`config.mk`:
```
export PLATFORM = sky130hd
export DESIGN_NAME = seq_scan_ctrl
export DESIGN_NICKNAME = d
export VERILOG_FILES = /design/src/rtl/seq_scan_ctrl.sv
export SDC_FILE = /design/constraint.sdc
export NUM_CORES = 1
export LEC_CHECK = 0
export ABC_AREA = 1
export BUFFER_PORTS_ARGS = -buffer_cell sky130_fd_sc_hd__buf_2
export CAP_MARGIN = 40
export CORE_ASPECT_RATIO = 0.5
export CORE_MARGIN = 8
export CORE_UTILIZATION = 28
export CTS_BUF_LIST = sky130_fd_sc_hd__clkbuf_8
export CTS_CLUSTER_SIZE = 30
export DETAILED_ROUTE_END_ITERATION = 6
export GPL_ROUTABILITY_DRIVEN = 0
export SYNTH_ARGS = -nofsm -noshare
export SYNTH_HDL_FRONTEND = slang
export SYNTH_SLANG_ARGS = --single-unit
```
`constraint.sdc`:
```
create_clock -name clk -period 1.65 [get_ports clk]
set_input_delay 0.165 -clock clk [delete_from_list [all_inputs] [get_ports clk]]
set_output_delay 0.165 -clock clk [all_outputs]
set_load 0.01 [all_outputs]
```
`src/rtl/seq_scan_ctrl.sv`:
```
// Serial pattern scanner: each accepted word is shifted out MSB first and checked for a
// programmable 3-bit pattern over a continuous bit stream, with per-word and running totals.
module seq_scan_ctrl #(
    parameter int unsigned WORD_W = 8,
    parameter int unsigned WCNT_W = 4,
    parameter int unsigned TCNT_W = 16
) (
    input  logic              clk,
    input  logic              rst,
    input  logic              in_valid,
    output logic              in_ready,
    input  logic [WORD_W-1:0] in_data,
    input  logic              pat_load,
    input  logic [2:0]        pattern,
    output logic              bit_out,
    output logic              bit_valid,
    output logic              tick,
    output logic              busy,
    output logic              word_done,
    output logic [WCNT_W-1:0] word_count,
    output logic [TCNT_W-1:0] total_count
);

    localparam int unsigned BCNT_W = $clog2(WORD_W);

    typedef enum logic [1:0] {IDLE, SHIFT, REPORT} state_t;

    state_t            r_state;
    logic [WORD_W-1:0] r_shift;
    logic [BCNT_W-1:0] r_bcnt;
    logic [2:0]        r_pat;
    logic [1:0]        r_hist;
    logic [1:0]        r_fill;
    logic [WCNT_W-1:0] r_wcnt;
    logic [WCNT_W-1:0] r_word_count;
    logic [TCNT_W-1:0] r_total;
    logic              r_tick;
    logic              r_done;

    logic              w_bit;
    logic              w_match;
    logic              w_last;
    logic [WCNT_W-1:0] w_wcnt_next;

    assign w_bit       = r_shift[WORD_W-1];
    // Only a full 3-bit window may match; fill is cleared by reset and pattern reloads.
    assign w_match     = (r_state == SHIFT) && (r_fill == 2'd2) && ({r_hist, w_bit} == r_pat);
    assign w_last      = (r_bcnt == '0);
    assign w_wcnt_next = w_match ? r_wcnt + WCNT_W'(1) : r_wcnt;

    always_ff @(posedge clk or posedge rst) begin
        if (rst) begin
            r_state      <= IDLE;
            r_shift      <= '0;
            r_bcnt       <= '0;
            r_pat        <= 3'b101;
            r_hist       <= 2'b00;
            r_fill       <= 2'd0;
            r_wcnt       <= '0;
            r_word_count <= '0;
            r_total      <= '0;
            r_tick       <= 1'b0;
            r_done       <= 1'b0;
        end else begin
            r_tick <= w_match;
            r_done <= 1'b0;
            unique case (r_state)
                IDLE: begin
                    if (pat_load) begin
                        r_pat  <= pattern;
                        r_fill <= 2'd0;
                    end
                    if (in_valid) begin
                        r_shift <= in_data;
                        r_bcnt  <= BCNT_W'(WORD_W - 1);
                        r_wcnt  <= '0;
                        r_state <= SHIFT;
                    end
                end
                SHIFT: begin
                    r_shift <= {r_shift[WORD_W-2:0], 1'b0};
                    r_hist  <= {r_hist[0], w_bit};
                    if (r_fill != 2'd2) begin
                        r_fill <= r_fill + 2'd1;
                    end
                    r_wcnt <= w_wcnt_next;
                    if (w_match && !(&r_total)) begin
                        r_total <= r_total + TCNT_W'(1);
                    end
                    if (w_last) begin
                        r_state      <= REPORT;
                        r_done       <= 1'b1;
                        r_word_count <= w_wcnt_next;
                    end else begin
                        r_bcnt <= r_bcnt - BCNT_W'(1);
                    end
                end
                REPORT: begin
                    r_state <= IDLE;
                end
                default: begin
                    r_state <= IDLE;
                end
            endcase
        end
    end

    assign in_ready    = (r_state == IDLE);
    assign busy        = (r_state != IDLE);
    assign bit_valid   = (r_state == SHIFT);
    assign bit_out     = w_bit;
    assign tick        = r_tick;
    assign word_done   = r_done;
    assign word_count  = r_word_count;
    assign total_count = r_total;

endmodule

```
==> reports/metrics.json, run 1 <==
{
  "timing": {
    "tightest_slew_ns": 0.444,
    "achievable-frequency_mhz": 649,
    "final-hold-violation-count": 0,
    "clock_skew_ns": 0.0115,
    "setup_viol_count_final": 0,
    "timing_max_transition_violations_final": 0,
    "slew-limit-headroom_pct": 70.4,
    "timing.final.crit_share_pct": 93.4,
    "final.setup.worst_slack_ns": 0.109,
    "timing.final.crit_period_ns": 1.54
  },
  "die": {
    "io_pins": 41,
    "chipHeight_um": 82.0,
    "initial_core_util_pct": 28.4,
    "design.die.area_mm2": 0.0121,
    "rows": 24,
    "design.core.area_mm2": 0.00859,
    "floorplan.die.width_um": 148
  },
  "synth": {
    "synth-edff-count": 0,
    "synth_largest_type_area_fraction_pct": 45.1,
    "async_flop_share_pct": 100,
    "synth_seq_cells": 46,
    "synthFlopType": "sky130_fd_sc_hd__dfrtp_1",
    "yosys-top-cells-area": "sky130_fd_sc_hd__dfrtp_1 (45%), sky130_fd_sc_hd__nand2_1 (19%), sky130_fd_sc_hd__inv_1 (5.2%)",
    "yosys.area.top_type": "sky130_fd_sc_hd__dfrtp_1",
    "syn-cell-area_mm2": 0.00244,
    "yosysUniqueCellTypes": 23,
    "syn_inst": 323,
    "netlist_top_cells_count": "sky130_fd_sc_hd__nand2_1 (124), sky130_fd_sc_hd__dfrtp_1 (44), sky130_fd_sc_hd__inv_1 (34)",
    "synthesis.yosys.warnings": 0,
    "synthesized_area_per_cell_um2": 7.56,
    "syn-num-nets": 343,
    "proportion_of_synthesized_chip_area_in_sequential_cells_pct": 47.3,
    "count_leader_synth": "sky130_fd_sc_hd__nand2_1"
  },
  "power_and_ir_drop": {
    "p_sw_w": 0.00158,
    "irDropWorstVdd_mv": 0.375,
    "comb_power_share_pct": 38.1,
    "clock_power_share_pct": 20.9,
    "p_per_area_mw_per_mm2": 1340,
    "sequential_share_of_power_pct": 41.0,
    "switching_share_pct": 38.5,
    "power.internal_w": 0.00252,
    "p_leak_nw": 1.59
  },
  "global_routing": {
    "grt_start_max_net_pins": 29,
    "global_route.usage.total_pct": 10.6,
    "first_global_vias": 2206,
    "initial_antenna_violation_count": 0,
    "total_congestion_overflow_after_global_routing": 0,
    "grt_pass1_wl_um": 10200
  },
  "clock_network": {
    "cts_sinks": 46,
    "clk_path_buf_depth": 2,
    "tritoncts.num_buffers": 5,
    "htree_num_levels": 2,
    "cts.repair_timing.setup_buffer_count": 0,
    "clock_tree.root_cell": "sky130_fd_sc_hd__clkbuf_8",
    "cts_tree": "yes",
    "worst_setup_hold_path_clk_slew_ns": 0.09,
    "insertion_delay_ns": 0.31
  },
  "routing": {
    "route.detailed.wl_per_inst_um": 11.6,
    "first_pass_iters": 4,
    "detail_route.vias_per_cell": 4.38,
    "vias": 2210,
    "routed_wl_um": 5850,
    "top_layer_used": "met4",
    "wirelength_met1_um": 2770,
    "dr_wl_met2_um": 2590,
    "ant_nets": 0,
    "met3_wirelength_um": 399,
    "initialDrtViolationCount": 120,
    "detail_route.drc_violations": 0
  },
  "worst_setup_path": {
    "crit_path_max_fanout": 13,
    "critPathArrivalTime_ns": 1.38,
    "endpoint_class_of_the_critical_path": "primary output",
    "crit_required_ns": 1.48,
    "max_stage_delay_ns": 0.39,
    "crit_path_frequent_cell": "sky130_fd_sc_hd__inv_1",
    "timing.setup.critical_path_class": "flop to primary output",
    "critical_path_cell_sequence": "inv_1, nand2_2, inv_1, buf_4, buf_2",
    "startpoint_type": "flop",
    "slowest_stage": "sky130_fd_sc_hd__dfrtp_1"
  },
  "flow_run": {
    "max_cap_violations": 0
  },
  "layout": {
    "final.fill_count": 938,
    "final_nets": 406,
    "area_growth_syn_to_layout_pct": 25.4,
    "antenna_cells": 0,
    "register_area_mm2": 0.00115,
    "multi_input_comb_area_mm2": 0.00114,
    "fraction_of_final_layout_cells_sized_beyond_drive_strength_1_pct": 23.0,
    "finalInstanceArea_mm2": 0.00306
  },
  "placement": {
    "place.detailed.hpwl_um": 4390,
    "io_buffers": 40,
    "placement.setup.worst_slack_ns": 0.0668,
    "place_area_mm2": 0.00293
  },
  "hold_path": {
    "worst_hold_path_type": "input port to flop"
  },
  "run_status": {
    "result_of_the_run": "complete, no violations"
  }
}
-- cell families after synthesis --
logic type / after synthesis / share of synthesized area [%]
XOR/XNOR: 5 / 1.79
buffers and inverters: 39 / 6.61
flip-flops: 46 / 47.3
adder cells (fa/ha/maj): 5 / 2.56
AND/OR/NAND/NOR: 192 / 33.0
AO/OA/AOI/OAI: 36 / 8.76
-- power groups by stage --
stage	Combinational (W)	Sequential (W)	Clock, W
finish	0.00156	0.00168	0.000857
global route	0.00182	0.00173	0.000926
CTS	0.00155	0.00168	0.000894
detailed placement	0.00154	0.00170	0
global placement	0.00151	0.00170	0
floorplan	0.000963	0.00172	0
-- cell type report --
cell class | instances | area share [%]
sequential | 46 | 37.7
inverter | 35 | 4.29
multi-input combinational | 238 | 37.2
tap | 117 | 4.78
timing repair buffer | 60 | 12.5
clock inverter | 3 | 1.31
clock buffer | 5 | 2.25
-- registers in the layout, indices dropped and copies added, names as in the netlist --
signal,flops
r_state,2
r_bcnt,3
r_pat,3
r_fill,2
word_done,1
word_count,4
total_count,16
tick,1
r_shift,8
r_hist,2
r_wcnt,4
-- worst max-delay path: cells and delay by family, from the launching register on --
| kind | cells | cell delay [ns] |
|---|---|---|
| flip-flops | 1 | 0.39 |
| AND/OR/NAND/NOR | 1 | 0.14 |
| buffers and inverters | 4 | 0.53 |
-- per-stage QoR --
stage          TNS [ns]  hold slack, ns  util, %  cells  total power [W]
5_1_grt        -0.00521          0.0805     35.6    504          0.00448
3_5_place_dp          0           0.207     34.1    495          0.00324
6_report              0          0.0841     35.6    504          0.00410
4_1_cts               0          0.0693     35.5    504          0.00412
3_3_place_gp          0           0.196     34.1    495          0.00321
2_1_floorplan         0           0.295        -    323          0.00268
-- layer usage --
| metal | up-vias | GRT usage [%] |
|---|---|---|
| li1 | 1144 | - |
| met1 | 1009 | 12.7 |
| met2 | 49 | 17.4 |
| met3 | 8 | 3.52 |
| met4 | 0 | 4.24 |
| met5 | - | 0 |
-- cell usage in the layout (no fill, tap or decap), types with 2 or more instances in the layout --
master | netlist | final
sky130_fd_sc_hd__nand2_1 | 124 | 123
sky130_fd_sc_hd__dfrtp_1 | 44 | 44
sky130_fd_sc_hd__buf_2 | 0 | 40
sky130_fd_sc_hd__inv_1 | 34 | 33
sky130_fd_sc_hd__nor2_1 | 27 | 27
sky130_fd_sc_hd__nand3_1 | 21 | 21
sky130_fd_sc_hd__o21ai_0 | 17 | 17
sky130_fd_sc_hd__buf_4 | 0 | 16
sky130_fd_sc_hd__a21oi_1 | 9 | 9
sky130_fd_sc_hd__o21ai_2 | 8 | 8
sky130_fd_sc_hd__nand4_1 | 6 | 6
sky130_fd_sc_hd__xor2_1 | 5 | 5
sky130_fd_sc_hd__ha_1 | 5 | 5
sky130_fd_sc_hd__clkbuf_8 | 0 | 5
sky130_fd_sc_hd__nand2_2 | 3 | 3
sky130_fd_sc_hd__nor2_4 | 2 | 3
sky130_fd_sc_hd__nor3_1 | 3 | 3
sky130_fd_sc_hd__nor2_2 | 3 | 2
sky130_fd_sc_hd__inv_2 | 1 | 2
sky130_fd_sc_hd__nand3b_1 | 2 | 2
sky130_fd_sc_hd__clkinv_2 | 0 | 2
sky130_fd_sc_hd__buf_12 | 0 | 2
sky130_fd_sc_hd__dfstp_2 | 2 | 2
-- what timing repair did --
action | CTS | global route
resized for setup | 1 | 3
endpoints found under the setup margin | 1 | 16
pin swaps | 0 | 2
endpoints found under the hold margin | 18 | 0
hold buffers | 1 | 0
-- worst paths after layout --
path	endpoint	cells after the start	start	slack, ns
worst max-delay path	bit_valid	5	r_state[1]$_DFFE_PP0P_	0.11
worst min-delay path	r_shift[0]$_DFFE_PP0P_	3	in_data[0]	0.08
worst max register to register	total_count[11]$_DFFE_PP0P_	9	r_pat[0]$_DFFE_PP1P_	0.13
worst min register to register	word_count[0]$_DFFE_PP0P_	2	word_count[0]$_DFFE_PP0P_	0.49
max in group asynchronous	r_pat[0]$_DFFE_PP1P_	4	rst	0.68
min in group asynchronous	total_count[1]$_DFFE_PP0P_	3	rst	0.40
Power figures use the tool's default switching activity.
==> run 2: changes to the inputs <==
BUFFER_PORTS_ARGS = -buffer_cell sky130_fd_sc_hd__clkbuf_2   (was -buffer_cell sky130_fd_sc_hd__buf_2)
RECOVER_POWER = 25   (was unset)
==> run 2 against run 1 <==
Against the previous run: utilization up 0.15 points; via count up 0.63%; fmax up 0.92%; sequential cell count unchanged; register-to-register slack barely moved; design area increased by 0.41%; clock-buffer cell count unchanged; wire length shrank 1.2%; die area stayed put; combinational power is essentially flat; sequential share of layout area fell by 0.15 points; global-route usage down 0.16 points; critical endpoint is now total_count[11]$_DFFE_PP0P_; largest cell class unchanged.
==> reports/metrics.json, run 2 (synthesis results as in run 1) <==
{
  "layout": {
    "final_common_cell": "sky130_fd_sc_hd__nand2_1",
    "antenna_cells": {"value": 0, "change": "unchanged"},
    "fraction_of_final_layout_cells_sized_beyond_drive_strength_1": {"value": 22.9, "unit": "%", "change": "-0.059 points"},
    "area_growth_syn_to_layout_pct": 25.9,
    "multi_input_comb_area": {"value": 0.00114, "unit": "mm²", "change": "unchanged"},
    "register_area": {"value": 0.00115, "unit": "mm²", "change": "unchanged"},
    "largest_reg_flops": {"value": 16, "change": "unchanged"},
    "final.fill_count": {"value": 928, "change": "-1.1%"},
    "final_nets": {"value": 407, "change": "+0.25%"},
    "most-common-layout-cells": "sky130_fd_sc_hd__nand2_1 (123), sky130_fd_sc_hd__dfrtp_1 (44), sky130_fd_sc_hd__clkbuf_2 (40), sky130_fd_sc_hd__inv_1 (34), sky130_fd_sc_hd__nor2_1 (27)"
  },
  "clock_network": {
    "tritoncts.num_buffers": {"value": 5, "change": "unchanged"},
    "clock_tree.root_cell": "sky130_fd_sc_hd__clkbuf_8",
    "cts_sinks": {"value": 46, "change": "unchanged"},
    "htree_num_levels": {"value": 2, "change": "unchanged"},
    "clk_path_buf_depth": {"value": 2, "change": "unchanged"},
    "cts_tree": "yes",
    "worst_setup_hold_path_clk_slew": {"value": 0.09, "unit": "ns", "change": "about the same"},
    "insertion_delay": {"value": 0.31, "unit": "ns", "change": "about the same"}
  },
  "die": {
    "floorplan.die.width": {"value": 148, "unit": "µm", "change": "unchanged"},
    "io_pins": {"value": 41, "change": "unchanged"},
    "initial_core_util": {"value": 28.4, "unit": "%", "change": "unchanged"},
    "rows": {"value": 24, "change": "unchanged"},
    "chipHeight": {"value": 82.0, "unit": "µm", "change": "unchanged"},
    "design.die.area": {"value": 0.0121, "unit": "mm²", "change": "unchanged"},
    "design.core.area": {"value": 0.00859, "unit": "mm²", "change": "unchanged"}
  },
  "global_routing": {
    "global_route.usage.total": {"value": 10.4, "unit": "%", "change": "-0.16 points"},
    "grt_pass1_wl": {"value": 10100, "unit": "µm", "change": "-1.0%"},
    "initial_antenna_violation_count": {"value": 0, "change": "unchanged"},
    "total_congestion_overflow_after_global_routing": {"value": 0, "change": "unchanged"},
    "grt_start_max_net_pins": {"value": 27, "change": "-6.9%"},
    "first_global_vias": {"value": 2202, "change": "-0.18%"}
  },
  "worst_setup_path": {
    "timing.setup.critical_path_class": "flop to flop",
    "critical_path.reg2reg.endpoint": "total_count[11]$_DFFE_PP0P_",
    "startpoint_type": "flop",
    "crit_path_max_fanout": {"value": 10, "change": "-3"},
    "endpoint_class_of_the_critical_path": "flop",
    "reg2reg_depth": {"value": 9, "change": "unchanged"},
    "r2r_slack": {"value": 0.12, "unit": "ns", "change": "about the same"},
    "critPathArrivalTime": {"value": 1.76, "unit": "ns", "change": "+0.38 ns"},
    "crit_required": {"value": 1.89, "unit": "ns", "change": "+0.41 ns"},
    "critical_path.reg2reg.startpoint": "r_pat[2]$_DFFE_PP1P_"
  },
  "routing": {
    "routed_wl": {"value": 5780, "unit": "µm", "change": "-1.2%"},
    "first_pass_iters": {"value": 4, "change": "unchanged"},
    "vias": {"value": 2224, "change": "+0.63%"},
    "initialDrtViolationCount": {"value": 147, "change": "+23%"},
    "route.detailed.wl_per_inst": {"value": 11.4, "unit": "µm", "change": "-1.4%"},
    "detail_route.drc_violations": {"value": 0, "change": "unchanged"},
    "detail_route.vias_per_cell": {"value": 4.40, "change": "+0.43%"},
    "ant_nets": {"value": 0, "change": "unchanged"}
  },
  "power_and_ir_drop": {
    "p_total": {"value": 0.00410, "unit": "W", "change": "about the same"},
    "p_leak": {"value": 1.58, "unit": "nW", "change": "-0.81%"},
    "irDropWorstVdd": {"value": 0.462, "unit": "mV", "change": "+23%"},
    "p_per_area": {"value": 1330, "unit": "mW/mm²", "change": "-0.50%"}
  },
  "timing": {
    "rsz0062_at_grt": "true",
    "final.setup.worst_slack": {"value": 0.123, "unit": "ns", "change": "+0.0140 ns"},
    "timing.final.crit_period": {"value": 1.53, "unit": "ns", "change": "-0.0140 ns"},
    "timing.final.crit_share": {"value": 92.6, "unit": "%", "change": "-0.85 points"},
    "setup_viol_count_final": {"value": 0, "change": "unchanged"},
    "timing_max_transition_violations_final": {"value": 0, "change": "unchanged"},
    "clock_skew": {"value": 0.0115, "unit": "ns", "change": "-0.0000203 ns"},
    "final-hold-violation-count": {"value": 0, "change": "unchanged"},
    "slew-limit-headroom": {"value": 41.5, "unit": "%", "change": "-29 points"},
    "tightest_slew": {"value": 0.876, "unit": "ns", "change": "+0.432 ns"},
    "timing.hold.ws": {"value": 0.0714, "unit": "ns", "change": "-0.0127 ns"},
    "achievable-frequency": {"value": 655, "unit": "MHz", "change": "+0.92%"}
  },
  "hold_path": {
    "worstHoldEndpoint": "r_shift[0]$_DFFE_PP0P_",
    "worst_hold_path_type": "input port to flop",
    "hold_path_startpoint": "in_data[0]",
    "min_delay_path_depth": {"value": 3, "change": "unchanged"}
  },
  "flow_run": {
    "max_cap_violations": {"value": 0, "change": "unchanged"}
  },
  "placement": {
    "place.detailed.hpwl": {"value": 4440, "unit": "µm", "change": "+0.99%"},
    "placement.setup.worst_slack": {"value": 0.0682, "unit": "ns", "change": "+0.00140 ns"},
    "io_buffers": {"value": 40, "change": "unchanged"}
  },
  "run_status": {
    "result_of_the_run": "complete, no violations"
  }
}
## run 2: changes by cell type in the layout (fill, tap and decap cells not counted), sizes merged
| cell | before | now |
|---|---|---|
| clkinv | 2 | 0 |
| buf | 59 | 20 |
| clkinvlp | 0 | 2 |
| clkbuf | 5 | 45 |
## run 2: routing by layer
layer	share of wire (%)	up-vias	track usage [%]
met3	5.2	8	3.41
met5	0	-	0
met1	48	1038	12.3
met2	45	33	17.5
li1	-	1145	-
met4	1.5	0	4.04
## run 2: stage by stage
stage                     util, %  instances  cell area (µm²)  setup TNS [ns]
after floorplan                 -        323             2440               0
after global placement       34.1        496             2930               0
after detailed placement     34.1        496             2930               0
after CTS                    35.6        505             3060               0
after global routing         35.8        505             3070         -0.0207
final                        35.8        505             3070               0
## run 2: critical path, cell delays in order (launching register included)
cell,delay (ns)
sky130_fd_sc_hd__dfstp_2,0.54
sky130_fd_sc_hd__inv_1,0.05
sky130_fd_sc_hd__nand2_1,0.05
sky130_fd_sc_hd__nand2_1,0.07
sky130_fd_sc_hd__nor2_4,0.18
sky130_fd_sc_hd__nand2_4,0.10
sky130_fd_sc_hd__nor2_4,0.18
sky130_fd_sc_hd__buf_6,0.17
sky130_fd_sc_hd__nand2_1,0.07
sky130_fd_sc_hd__o21ai_2,0.05
## run 2: repair_timing
| action | CTS | global route |
|---|---|---|
| endpoints found under the setup margin | 0 | 17 |
| buffers inserted | 0 | 0 |
| hold endpoints to repair | 20 | 0 |
| hold buffers | 1 | 0 |
| resized for setup | 0 | 4 |
## run 2: worst max-delay path by stage
stage,from,end,slack (ns)
final,r_pat[2]$_DFFE_PP1P_,total_count[11]$_DFFE_PP0P_,0.12
after global routing,r_pat[2]$_DFFE_PP1P_,total_count[11]$_DFFE_PP0P_,-0.02
after CTS,r_state[1]$_DFFE_PP0P_,bit_valid,0.002
after detailed placement,r_pat[2]$_DFFE_PP1P_,total_count[11]$_DFFE_PP0P_,0.07
after global placement,r_pat[2]$_DFFE_PP1P_,total_count[7]$_DFFE_PP0P_,0.11
after floorplan,total_count[0]$_DFFE_PP0P_,total_count[2]$_DFFE_PP0P_,0.002
## run 2: layout make-up
class                   instances  share of cell area, %
inverters                      35                   4.28
clock buffers                   5                   2.24
flip-flops and latches         46                   37.5
repair buffers                 61                   12.7
well taps                     117                   4.76
multi-input cells             238                   37.1
clock inverters                 3                   1.47
## run 2: report_power, final
group	switching (W)	internal (W)
sequential	0.000224	0.00147
clock	0.000417	0.000451
combinational	0.000935	0.000604
